**config.mk**
```make
export PLATFORM = sky130hd
export DESIGN_NAME = vga_timing_gen
export DESIGN_NICKNAME = d
export VERILOG_FILES = /design/src/rtl/vga_timing_gen.sv
export SDC_FILE = /design/constraint.sdc
export NUM_CORES = 1
export LEC_CHECK = 0
export ABC_AREA = 1
export BUFFER_PORTS_ARGS = -buffer_cell sky130_fd_sc_hd__buf_2
export CAP_MARGIN = 15
export CORE_MARGIN = 2
export CORE_UTILIZATION = 50
export CTS_BUF_LIST = sky130_fd_sc_hd__clkbuf_2
export CTS_CLUSTER_SIZE = 40
export DETAILED_ROUTE_END_ITERATION = 7
export PLACE_DENSITY = 0.75
export SETUP_SLACK_MARGIN = 0.3
export SYNTH_ARGS = -nofsm -noshare
export SYNTH_HDL_FRONTEND = slang
export SYNTH_SLANG_ARGS = --single-unit
```
**constraint.sdc**
```tcl
create_clock -name clk -period 4.34 [get_ports clk]
set_clock_uncertainty 0.15 [all_clocks]
set_input_delay 0.868 -clock clk [delete_from_list [all_inputs] [get_ports clk]]
set_output_delay 0.868 -clock clk [all_outputs]
set_load 0.01 [all_outputs]
```
**src/rtl/vga_timing_gen.sv**
```systemverilog
// VGA raster timing generator with registered, sync-aligned pixel output stage.
// Optional checkerboard test pattern: define VGA_TIMING_TEST_PATTERN_EN.
module vga_timing_gen #(
    parameter int   COLOR_W  = 8,
    parameter int   CNT_W    = 11,
    parameter int   H_ACTIVE = 800,
    parameter int   H_FP     = 56,
    parameter int   H_SYNC   = 120,
    parameter int   H_BP     = 64,
    parameter int   V_ACTIVE = 600,
    parameter int   V_FP     = 37,
    parameter int   V_SYNC   = 6,
    parameter int   V_BP     = 23,
    parameter logic HS_POL   = 1'b1,
    parameter logic VS_POL   = 1'b1
) (
    input  logic               clk,
    input  logic               rst,
`ifdef VGA_TIMING_TEST_PATTERN_EN
    input  logic               test_mode,
`endif
    input  logic [COLOR_W-1:0] pixel_in,
    input  logic               pixel_valid,
    input  logic               underflow_clr,
    output logic [COLOR_W+1:0] vga_out,
    output logic [CNT_W-1:0]   pixel_x,
    output logic [CNT_W-1:0]   pixel_y,
    output logic               in_viewable,
    output logic               line_start,
    output logic               frame_start,
    output logic               underflow_flag
);

    localparam int H_TOTAL = H_ACTIVE + H_FP + H_SYNC + H_BP;
    localparam int V_TOTAL = V_ACTIVE + V_FP + V_SYNC + V_BP;

    localparam logic [CNT_W-1:0] H_LAST = CNT_W'(H_TOTAL - 1);
    localparam logic [CNT_W-1:0] V_LAST = CNT_W'(V_TOTAL - 1);
    localparam logic [CNT_W-1:0] H_ACT  = CNT_W'(H_ACTIVE);
    localparam logic [CNT_W-1:0] V_ACT  = CNT_W'(V_ACTIVE);
    localparam logic [CNT_W-1:0] HS_BEG = CNT_W'(H_ACTIVE + H_FP);
    localparam logic [CNT_W-1:0] HS_END = CNT_W'(H_ACTIVE + H_FP + H_SYNC);
    localparam logic [CNT_W-1:0] VS_BEG = CNT_W'(V_ACTIVE + V_FP);
    localparam logic [CNT_W-1:0] VS_END = CNT_W'(V_ACTIVE + V_FP + V_SYNC);

    localparam logic [COLOR_W+1:0] VGA_RST = {~HS_POL, ~VS_POL, {COLOR_W{1'b0}}};

    logic [CNT_W-1:0]   h_cnt_q, h_cnt_d;
    logic [CNT_W-1:0]   v_cnt_q, v_cnt_d;
    logic [COLOR_W+1:0] vga_q, vga_d;
    logic               uf_q, uf_d;
    logic [COLOR_W-1:0] color_d;
    logic               uf_set;
    logic               hs_act;
    logic               vs_act;

    always_comb begin
        h_cnt_d = h_cnt_q + CNT_W'(1);
        v_cnt_d = v_cnt_q;
        if (h_cnt_q == H_LAST) begin
            h_cnt_d = '0;
            v_cnt_d = (v_cnt_q == V_LAST) ? '0 : v_cnt_q + CNT_W'(1);
        end
    end

    assign pixel_x     = h_cnt_q;
    assign pixel_y     = v_cnt_q;
    assign in_viewable = (h_cnt_q < H_ACT) && (v_cnt_q < V_ACT);
    assign line_start  = (h_cnt_q == '0);
    assign frame_start = line_start && (v_cnt_q == '0);

    assign hs_act = (h_cnt_q >= HS_BEG) && (h_cnt_q < HS_END);
    assign vs_act = (v_cnt_q >= VS_BEG) && (v_cnt_q < VS_END);

    // Blanking is forced black; the pattern path never reports underflow.
    always_comb begin
        color_d = '0;
        uf_set  = 1'b0;
`ifdef VGA_TIMING_TEST_PATTERN_EN
        if (test_mode) begin
            if (in_viewable && (h_cnt_q[5] ^ v_cnt_q[5]))
                color_d = '1;
        end else
`endif
        begin
            if (in_viewable && pixel_valid)
                color_d = pixel_in;
            uf_set = in_viewable && !pixel_valid;
        end
    end

    assign vga_d = {hs_act ? HS_POL : ~HS_POL,
                    vs_act ? VS_POL : ~VS_POL,
                    color_d};

    assign uf_d = uf_set | (uf_q & ~underflow_clr);

    always_ff @(posedge clk) begin
        if (rst) begin
            h_cnt_q <= '0;
            v_cnt_q <= '0;
            vga_q   <= VGA_RST;
            uf_q    <= 1'b0;
        end else begin
            h_cnt_q <= h_cnt_d;
            v_cnt_q <= v_cnt_d;
            vga_q   <= vga_d;
            uf_q    <= uf_d;
        end
    end

    assign vga_out        = vga_q;
    assign underflow_flag = uf_q;

endmodule

```
==> flow_summary.yaml <==
finish:
  final_nets: 317
  drive_above_1_share_pct: 25.2
  fill_cell_total_of_the_finished_layout: 334
  flow.area_growth_from_synthesis_pct: 18.7
  num_antenna_cells: 0
  leading_cell_type_in_the_layout_fill_and_taps_excluded: "sky130_fd_sc_hd__nor2_1"
  multiInputGateArea_sq_um: 910
  seq_area_sq_um: 661
  mostFrequentLayoutCells: "sky130_fd_sc_hd__nor2_1 (48), sky130_fd_sc_hd__buf_2 (47), sky130_fd_sc_hd__nand2_1 (45)"
  final_area_sq_um: 2060
grt:
  global_routing_usage_summed_across_all_routing_layers_pct: 19.5
  grt_pass1_wl_um: 6150
  grt_remaining_overflow: 0
  grt_start_max_net_pins: 12
  grt_antenna_before_repair: 0
  via_count_of_the_first_global_routing_pass: 1432
route:
  drtPass1Iterations: 4
  detail_route.drc_violations: 0
  route.detailed.wl_per_inst_um: 10.6
  met1Wirelength_um: 1800
  detail-route-antenna-nets: 0
  met2RoutedLength_um: 1650
  detail_route.wirelength_um: 3680
  post_dr_vias_cell: 4.76
  dr_total_vias: 1652
  top_layer_used: "met4"
  met3RoutedLength_um: 179
  first_iter_violations: 69
yosys:
  synth_async_sr_flop_share_pct: 0
  ys_warn_count: 0
  synth-edff-count: 0
  mappedNetlistNets: 264
  yosys_register_bits: 33
  synthesis.instances: 247
  yosysSeqAreaShare_pct: 38.1
  mappedNetlistArea_sq_um: 1730
  yosysUniqueCellTypes: 33
  synthesis.area_per_instance_sq_um: 7.02
  yosys_most_used_dff: "sky130_fd_sc_hd__dfxtp_1"
clock_tree:
  tritoncts: "built"
  root_buffer: "sky130_fd_sc_hd__clkbuf_2"
  clk_pin_slew_ns: 0.18
  clock_sink_count: 33
  cts-root-to-sink-buffers: 2
  cts_htree_levels: 2
  worstSkewPairLatency_ns: 0.39
  cts-resized-gates: 0
  cts-hold-fix-buffers: 0
  postCtsSetupBuffers: 0
  cts-buffers-inserted: 5
die:
  num_io_pins: 48
  floorplan.die.width_um: 62.9
  floorplan.die.height_um: 62.9
  row_count: 21
  dieArea_sq_um: 3950
  initial_core_util_pct: 51.9
  core-area_sq_um: 3340
sta:
  slew_violations: 0
  final-setup-viol-count: 0
  slew_headroom_pct: 80.6
  timing_worst_slew_pin_value_ns: 0.291
  final.min_clock_period_ns: 2.68
  grt_setup_unrepaired: "false"
  final_min_period_over_clock_period_pct: 61.7
  fin_setup_tns_ns: 0
  report.final.hold_viol_count: 0
  achievable-frequency_mhz: 373
power_and_ir_drop:
  total_leakage_power_nw: 0.986
  power_density_nw_per_um2: 243
  vdd.ir_drop.worst_mv: 0.223
status:
  outcome: "complete, no violations"
worst_setup_path:
  crit_path_max_fanout: 6
  required_ns: 3.32
  timing.critical_path.to_type: "primary output"
  worstPathArrival_ns: 1.66
  crit_type: "reg -> out"
  cp-start-kind: "flip-flop"
place:
  dp.final_hpwl_um: 2830
  placedInstanceArea_sq_um: 2010
  port_buffers: 47
  gp_congestion: 0.878
min_path:
  hold_class: "reg -> reg"
flow_run:
  drv_cap: 0
cells by family (layout without fill, tap and decap cells):
group	Yosys count	in the layout	share of synthesized area, %
simple gates	143	143	40.3
buf+inv	41	95	9.39
fa+ha+maj	5	5	3.61
xor+xnor	3	3	1.52
flops	33	33	38.1
compound gates	22	22	7.07
layer usage:
| metal | global-route usage, % | up-vias |
|---|---|---|
| met5 | 0 | - |
| met4 | 7.50 | 0 |
| met3 | 5.95 | 6 |
| met2 | 31.3 | 31 |
| met1 | 24.6 | 719 |
| li1 | - | 896 |
worst paths after layout:
check                                     from        endpoint  slack [ns]  cells past startpoint
worst min register to register  underflow_flag  underflow_flag        0.33                      2
worst max register to register      pixel_x[0]      pixel_y[3]        2.46                      8
worst min-delay path            underflow_flag  underflow_flag        0.33                      2
worst max-delay path                pixel_x[5]     frame_start        1.66                      7
critical path, cell delays in order (launching register included):
cell and delay, ns:
sky130_fd_sc_hd__dfxtp_1 0.39, sky130_fd_sc_hd__inv_2 0.09, sky130_fd_sc_hd__nand2_2 0.09, sky130_fd_sc_hd__nor2_8 0.16, sky130_fd_sc_hd__nand3_1 0.08, sky130_fd_sc_hd__nor2_1 0.14
sky130_fd_sc_hd__and3b_1 0.19, sky130_fd_sc_hd__buf_2 0.13
layout make-up:
class / instances / area share, %
multi-input cells: 173 / 44.2
flip-flops and latches: 33 / 32.1
repair buffers: 47 / 11.4
inverters: 40 / 7.36
well taps: 46 / 2.80
clock buffers: 5 / 1.22
clock inverters: 3 / 0.852
cells in the mapped netlist (2+ instances only):
library cell,count,share of area (%)
sky130_fd_sc_hd__dfxtp_1,33,38
sky130_fd_sc_hd__a21oi_1,13,3.8
sky130_fd_sc_hd__nor3_2,4,2.3
sky130_fd_sc_hd__nor2_1,48,10
sky130_fd_sc_hd__nand2_2,4,1.4
sky130_fd_sc_hd__o21bai_1,2,0.87
sky130_fd_sc_hd__xor2_1,3,1.5
sky130_fd_sc_hd__ha_1,5,3.6
sky130_fd_sc_hd__o21ai_1,3,0.87
sky130_fd_sc_hd__nor3_1,2,0.58
sky130_fd_sc_hd__nand2_1,45,9.7
sky130_fd_sc_hd__nand4_1,7,2.5
sky130_fd_sc_hd__nand3_2,2,1.2
sky130_fd_sc_hd__inv_2,3,0.65
sky130_fd_sc_hd__and3_1,2,0.72
sky130_fd_sc_hd__inv_1,35,7.6
sky130_fd_sc_hd__nand3_1,19,5.5
sky130_fd_sc_hd__o211ai_1,2,0.87
flip-flops by register name, indices dropped and copies added, names as in the netlist:
register        count
pixel_y            11
vga_out            10
underflow_flag      1
pixel_x            11
power by group:
group	total, mW	internal [mW]	switching [mW]
combinational	0.0384	0.0162	0.0222
sequential	0.313	0.309	0.00346
clock	0.148	0.0375	0.111
total	0.499	0.363	0.136
metrics by stage:
| stage | total power [mW] | hold slack [ns] | cells | util, % | worst slack (ns) |
|---|---|---|---|---|---|
| finish | 0.499 | 0.328 | 347 | 61.6 | 1.66 |
| floorplan | 0.341 | 0.330 | 247 | - | 2.12 |
| detailed placement | 0.358 | 0.311 | 339 | 60.4 | 2.10 |
| CTS | 0.501 | 0.332 | 347 | 61.6 | 1.65 |
| global placement | 0.357 | 0.308 | 339 | 60.4 | 2.15 |
| global route | 0.525 | 0.359 | 347 | 61.6 | 1.45 |
Note: power is estimated with default switching activity, not from simulation.
